`src/rtl/qii_hs_to_sync.sv`:
```
// 4-phase bundled-data receiver: synchronizes req into clk and pushes each
// word into a first-word-fall-through FIFO, acknowledging through a 2-state FSM.
module qii_hs_to_sync #(
    parameter int WIDTH       = 8,
    parameter int DEPTH       = 4,
    parameter int SYNC_STAGES = 2
) (
    input  logic                       clk,
    input  logic                       reset_n,
    input  logic                       req,
    input  logic [WIDTH-1:0]           data,
    output logic                       ack,
    output logic                       out_valid,
    output logic [WIDTH-1:0]           out_data,
    input  logic                       out_ready,
    output logic [$clog2(DEPTH+1)-1:0] level
);

    localparam int PW = $clog2(DEPTH);
    localparam int LW = $clog2(DEPTH+1);

    typedef enum logic {
        IDLE = 1'b0,
        ACKD = 1'b1
    } state_t;

    logic [SYNC_STAGES-1:0] sync_q;
    logic                   req_s;
    state_t                 state_q, state_d;
    logic [PW-1:0]          wr_ptr_q, wr_ptr_d;
    logic [PW-1:0]          rd_ptr_q, rd_ptr_d;
    logic [LW-1:0]          level_q, level_d;
    logic [WIDTH-1:0]       mem_q [DEPTH];
    logic                   full;
    logic                   push;
    logic                   pop;

    assign req_s     = sync_q[SYNC_STAGES-1];
    assign full      = (level_q == LW'(DEPTH));
    assign out_valid = (level_q != '0);
    assign push      = (state_q == IDLE) && req_s && !full;
    assign pop       = out_valid && out_ready;

    assign ack      = (state_q == ACKD);
    assign out_data = mem_q[rd_ptr_q];
    assign level    = level_q;

    always_comb begin
        state_d  = state_q;
        wr_ptr_d = wr_ptr_q;
        rd_ptr_d = rd_ptr_q;
        level_d  = level_q;
        unique case (state_q)
            IDLE: if (push) state_d = ACKD;
            ACKD: if (!req_s) state_d = IDLE;
            default: state_d = IDLE;
        endcase
        if (push) wr_ptr_d = wr_ptr_q + 1'b1;
        if (pop)  rd_ptr_d = rd_ptr_q + 1'b1;
        unique case ({push, pop})
            2'b10:   level_d = level_q + 1'b1;
            2'b01:   level_d = level_q - 1'b1;
            default: level_d = level_q;
        endcase
    end

    // req crosses into clk here only; nothing else may look at raw req
    always_ff @(posedge clk or negedge reset_n) begin
        if (!reset_n) begin
            sync_q <= '0;
        end else begin
            sync_q <= {sync_q[SYNC_STAGES-2:0], req};
        end
    end

    always_ff @(posedge clk or negedge reset_n) begin
        if (!reset_n) begin
            state_q  <= IDLE;
            wr_ptr_q <= '0;
            rd_ptr_q <= '0;
            level_q  <= '0;
        end else begin
            state_q  <= state_d;
            wr_ptr_q <= wr_ptr_d;
            rd_ptr_q <= rd_ptr_d;
            level_q  <= level_d;
        end
    end

    always_ff @(posedge clk) begin
        if (push) mem_q[wr_ptr_q] <= data;
    end

endmodule

```
`config.mk`:
```
export PLATFORM = sky130hd
export DESIGN_NAME = qii_hs_to_sync
export DESIGN_NICKNAME = d
export VERILOG_FILES = /design/src/rtl/qii_hs_to_sync.sv
export SDC_FILE = /design/constraint.sdc
export NUM_CORES = 1
export LEC_CHECK = 0
export ABC_CLOCK_PERIOD_IN_PS = 2450
export BUFFER_PORTS_ARGS = -buffer_cell sky130_fd_sc_hd__buf_2
export CELL_PAD_IN_SITES_DETAIL_PLACEMENT = 0
export CELL_PAD_IN_SITES_GLOBAL_PLACEMENT = 1
export CORE_MARGIN = 4
export CORE_UTILIZATION = 40
export DETAILED_ROUTE_END_ITERATION = 10
export GPL_TIMING_DRIVEN = 0
export PLACE_DENSITY_LB_ADDON = 0.1
export SETUP_SLACK_MARGIN = 0.4
export SLEW_MARGIN = 20
export SYNTH_ARGS = -nofsm -noshare
export SYNTH_HDL_FRONTEND = slang
export SYNTH_SLANG_ARGS = --single-unit
```
`constraint.sdc`:
```
create_clock -name clk -period 2.45 [get_ports clk]
set_input_delay 0.3675 -clock clk [delete_from_list [all_inputs] [get_ports clk]]
set_output_delay 0.3675 -clock clk [all_outputs]
set_load 0.02 [all_outputs]
```
### After elaboration in Yosys (flattened, before gate mapping)

Memory sizes are Yosys's and may differ from the RTL's.
Cells that the tools add are included.

* latch bits: 0
* memories kept: 1
* bits of input ports: 12
* bits in registers: 10
* memory bits (writable): 32
* memory bits (read-only): 0
* word-level logic and storage cells: 25
* output and inout bits: 13

Memories
* mem_q: depth 4, width 8, rd ports 1, clocked after memory_dff 0, write ports 1, line 33 `logic [WIDTH-1:0] mem_q [DEPTH];`

* reductions and logical operators: 6
* $lt $le $gt $ge: 0
* shifts and indexed selects: 0
* add/sub/neg operators: 4
* bitwise gates (word level): 1
* $mul: 0
* eq/ne operators: 3
* muxes and demuxes: 5
* divide/modulo/power cells: 0

Operator list (number)
* $pmux W3 S2: 1
* $add A2 B1 Y2 const B: 2
* $add A3 B1 Y3 const B: 1
* $eq A3 B3 Y1 const B: 1
* $logic_and A1 B1 Y1: 3
* $mux W1: 3
* $reduce_bool A3 Y1: 1
* $sub A3 B1 Y3 const B: 1
* $eq A2 B1 Y1 const B: 1
* $eq A2 B2 Y1 const B: 1
* $pmux W1 S2: 1
* $reduce_bool A2 Y1: 1
* $logic_not A1 Y1: 1
* $not A1 Y1: 1

### Depth between registers and ports, before layout

* depth after elaboration: 5
* depth in mapped cells: 10
* gate-level depth less buffers: 9

### Worst setup path before layout

No wires, ideal clock.

* path kind: reg-to-reg
* start: register level_q[0] (netlist: level[0])
* end: register level_q[2] (netlist: level[2])
* period minus slack after synthesis: 2262 ps
* library setup time: 80 ps
* path slack: 188 ps
* buffers on the path: 1
* stages on the path, launching flop included: 11
* data arrival time: 2183 ps
* required time: 2370 ps
* path through: dfrtp_1 -> or3b_1 -> and3b_1 -> buf_6 -> inv_1 -> ha_1 -> inv_1 -> fa_1 -> xor2_1 -> nor2_1 -> xor2_1

* cells in the longest elaborated chain, start to end: 5
* elaborated cells between the ends (all ways): 11
* those cells by class: 2 x add/sub; 3 x eq/ne; 1 x mux; 5 x reduce/logical

RTL lines
* from (decl): line 32 `logic [LW-1:0] level_q, level_d;`
* from (signal assigned): line 86 `level_q <= level_d;`
* $eq A3 B3 Y1: line 39 `assign full = (level_q == LW'(DEPTH));`
* $logic_not A1 Y1: line 41 `assign push = (state_q == IDLE) && req_s && !full;`
* $logic_and A1 B1 Y1: line 41
* $eq A2 B1 Y1 / $eq A2 B2 Y1 (equally long branches): line 60 `unique case ({push, pop})`
* $pmux W3 S2 / $reduce_bool A2 Y1 (equally long branches)

Parallel ways exist; a longest one is shown, timed or not.
A chain may end at the register's enable or synchronous reset.

### Worst setup path in the final report

Same ends and word-level chain as after synthesis.

==> run summary <==
The run finished with clean final reports. The chip width was 72.7 µm. The logs give 0.355 for the combinational fraction of design power and 2.66 ns for the data required time of the worst path.

For this design, the sink count on the clock tree is 42. The initial core utilization was 0.415. For the number of max-slew violations in the final report, the log shows 0.

The tools report the worst slack at placement as 0.229 ns. For this run, the post-layout net count is 138. The tools report the reg-to-reg critical path endpoint as level[2]$_DFFE_PN0P_.

Counting every net in the synthesized netlist gives 102. Dividing the detail-routed wire length by the instance count gives 15.0 µm. The tools report the endpoint of the worst hold-timing path as sync_q[0]$_DFF_PN0_. The number of nets still failing antenna checks after routing came out at 0. The internal power is 1.73 mW, and the highest achievable clock rate is 472 MHz. Data arrives at the worst endpoint at 2.33 ns. Across the VDD grid, the largest voltage drop is 0.000441 V. In this run the most critical hold path is launched from req.

The first global-routing pass estimated 4330 µm of wire. The period utilization was 0.865; the layout overhead on the synthesized area was 23.2%. Power spread over the standard cell area amounts to 1200 mW/mm². The mean instance size in the synthesized netlist came out at 19.9 µm². The clock latency at the later pin of the worst-skew pair is 0.29 ns, and the fraction of the core area covered by cells at the end of the flow is 0.511.

The initialized floorplan defines 23 standard-cell rows. The largest net degree at the start of global routing is 15. Total number of H-tree levels: 2. The share of synthesized area occupied by flip-flops and latches was 0.724. The worst register-to-register path has a setup slack of 0.33 ns.

Measured in cells, the most critical reg-to-reg path has a length of 10. Area enclosed by the die boundary: 0.00528 mm². The run gives 2 as the maximum root-to-sink buffer count. The tools report the number of DRC markers after the initial detailed-route iteration as 30. Area of the core region: 0.00403 mm². The post-route clock skew is 0.00756 ns, and the clock transition at the registers of the reported paths is 0.08 ns. The global placement routability congestion is 0.771, and the synthesis-stage register bit count is 42.

Pin placement for this block handled 25 I/O pins. The die outline height came out at 72.7 µm. The vias after detailed routing came out at 805. The TritonCTS buffer count is 5. After filler insertion, the fill cell instance count of the layout stands at 350. For the setup slack after layout, the log shows 0.332 ns. The tree is rooted in a sky130_fd_sc_hd__clkbuf_8. At the pin with the least slew margin, the transition time is 0.437 ns. In this run the worst hold path is classified as input pin to flip-flop.

0 antenna diodes ended up in the layout. The number of input and output port buffers inserted is 24, and the final critical-path required period is 2.12 ns. Summed over all nets, the switching power comes to 0.753 mW. The startpoint kind of the worst setup timing path is a flip-flop.

The start of the worst register-to-register path was level[0]$_DFFE_PN0P_. The HPWL after detailed placement is 1810 µm. Max-cap violations in this run came to 0. In the routed layout, each cell is associated on average with a via count of 4.71.

For this run the aggregate overflow at the end of global routing stands at 0. The overall fraction of global-route tracks in use was 0.113. The highest net fanout along the worst path works out to 2.

The relative slew slack came out at 0.709. In this run the static leakage power is 0.796 nW. The tools report the number of instances in the synthesized netlist as 84.

After synthesis the cells add up to 0.00167 mm². TritonCTS built the clock tree. The initial antenna violation count is 0, and the fraction of power spent switching nets is 0.304.

The run gives 885 as the via count of the first global-routing pass. Number of warnings issued by yosys: 0. The tools report the residual DRC count as 0.

The logs give 0 for the hold violation total from the final report and 4 for the first-pass detailed-route iteration total. The final-report setup violation count is 0. The number of placed instances, taps included, is 158. The share of layout cells above drive strength 1 works out to 0.504. Critical setup path kind: flip-flop to flip-flop. The final sum of negative setup slack is 0 ns. Final standard cell count with taps included and fillers excluded: 171. Setup repair after global routing could not meet its margin everywhere.

Final routed wirelength across all metal layers: 2570 µm. In this run, distinct cell masters in the synthesized netlist total 22. The sequential power share was 0.390; the depth of the worst hold-timing path was 1. The endpoint class of the critical path is a flip-flop. The clock power share was 0.255.
[area by class of cell]
cell class,count,area (µm²),share of cell area
Buffer,3,23.8,0.0115
Clock buffer,5,68.8,0.0334
Clock inverter,3,68.8,0.0334
Inverter,6,25.0,0.0121
Multi-Input combinational cell,33,437,0.212
Sequential cell,42,1210,0.590
Tap cell,50,62.6,0.0304
Timing Repair Buffer,29,160,0.0777
[flip-flops by register name, summed over array words and instances, names as in the netlist]
signal and cells:
sync_q 2, wr_ptr_q 2, rd_ptr_q 2, mem_q 32
ack 1, level 3
[power groups by stage]
| stage | clock, mW | combinational (mW) | sequential (mW) |
|---|---|---|---|
| 3_5_place_dp | 0 | 0.844 | 0.993 |
| 6_report | 0.633 | 0.880 | 0.966 |
| 2_1_floorplan | 0 | 0.586 | 1.01 |
| 4_1_cts | 0.650 | 0.903 | 0.967 |
| 3_3_place_gp | 0 | 0.823 | 0.988 |
| 5_1_grt | 0.693 | 0.973 | 0.983 |
[per-layer routing]
layer  track usage  wire length [µm]  vias up
li1              -                 -      384
met1         0.134              1050      400
met2         0.185              1350       17
met3        0.0427               138        4
met4        0.0430                32        0
met5             0                 0        -
[critical path: stages (launching register included)]
cell and delay, ns:
sky130_fd_sc_hd__dfrtp_2 0.42, sky130_fd_sc_hd__or3b_4 0.40, sky130_fd_sc_hd__and3b_1 0.18, sky130_fd_sc_hd__buf_6 0.12
sky130_fd_sc_hd__inv_4 0.04, sky130_fd_sc_hd__ha_4 0.12, sky130_fd_sc_hd__inv_2 0.03, sky130_fd_sc_hd__fa_2 0.33
sky130_fd_sc_hd__xor2_1 0.15, sky130_fd_sc_hd__nor2_1 0.11, sky130_fd_sc_hd__xor2_1 0.15
[worst max path at each step]
stage	slack, ns	endpoint	start
floorplan	0.28	level[2]$_DFFE_PN0P_	level[1]$_DFFE_PN0P_
global placement	0.23	level[2]$_DFFE_PN0P_	level[1]$_DFFE_PN0P_
detailed placement	0.23	level[2]$_DFFE_PN0P_	level[0]$_DFFE_PN0P_
CTS	0.32	level[2]$_DFFE_PN0P_	level[0]$_DFFE_PN0P_
global route	0.22	level[2]$_DFFE_PN0P_	level[0]$_DFFE_PN0P_
finish	0.33	level[2]$_DFFE_PN0P_	level[0]$_DFFE_PN0P_
[per-stage QoR]
step | power (mW) | hold WS [ns] | cell area (µm²)
5_1_grt | 2.65 | 0.158 | 2060
2_1_floorplan | 1.60 | 0.0719 | 1690
4_1_cts | 2.52 | 0.171 | 2060
3_5_place_dp | 1.84 | 0.241 | 1880
6_report | 2.48 | 0.182 | 2060
3_3_place_gp | 1.81 | 0.241 | 1880
[cells by family after synthesis]
kind of cell | count (synthesis) | synth area share
buf+inv | 9 | 0.0254
simple gates | 9 | 0.0366
xor+xnor | 6 | 0.0314
mux | 10 | 0.123
fa+ha+maj | 6 | 0.0494
compound gates | 2 | 0.0105
flops | 42 | 0.724
[timing repair]
item | 4_1_cts | 5_1_grt
hold endpoints to repair | 10 | 0
setup endpoints to repair | 4 | 10
setup buffers | 4 | 0
resized for setup | 2 | 1
pin swaps | 5 | 0
hold buffers | 1 | 0
[synth_stat cells, drive strengths merged]
cell    number  area share
mux4         8        0.11
or3b         1      0.0052
mux2         1      0.0090
and3b        1      0.0052
buf          3       0.012
mux2i        1      0.0060
xnor2        3       0.016
o21a         1      0.0045
o31a         1      0.0060
and2         4       0.017
edfxtp      32        0.57
or3          1      0.0045
nand2        1      0.0022
dfrtp       10        0.15
fa           1       0.012
inv          6       0.013
nor2         1      0.0022
ha           5       0.037
xor2         3       0.016
[cell usage in the layout, fill, tap and decap left out, types with 2 or more instances in the layout]
cell	n
sky130_fd_sc_hd__mux4_2	8
sky130_fd_sc_hd__ha_1	4
sky130_fd_sc_hd__bufinv_16	2
sky130_fd_sc_hd__and2_2	3
sky130_fd_sc_hd__xnor2_1	3
sky130_fd_sc_hd__dfrtp_1	7
sky130_fd_sc_hd__xor2_1	3
sky130_fd_sc_hd__edfxtp_1	32
sky130_fd_sc_hd__buf_4	4
sky130_fd_sc_hd__dfrtp_2	3
sky130_fd_sc_hd__buf_2	25
sky130_fd_sc_hd__inv_1	4
sky130_fd_sc_hd__clkbuf_8	5
No activity file was read; power rests on OpenSTA's default activity.
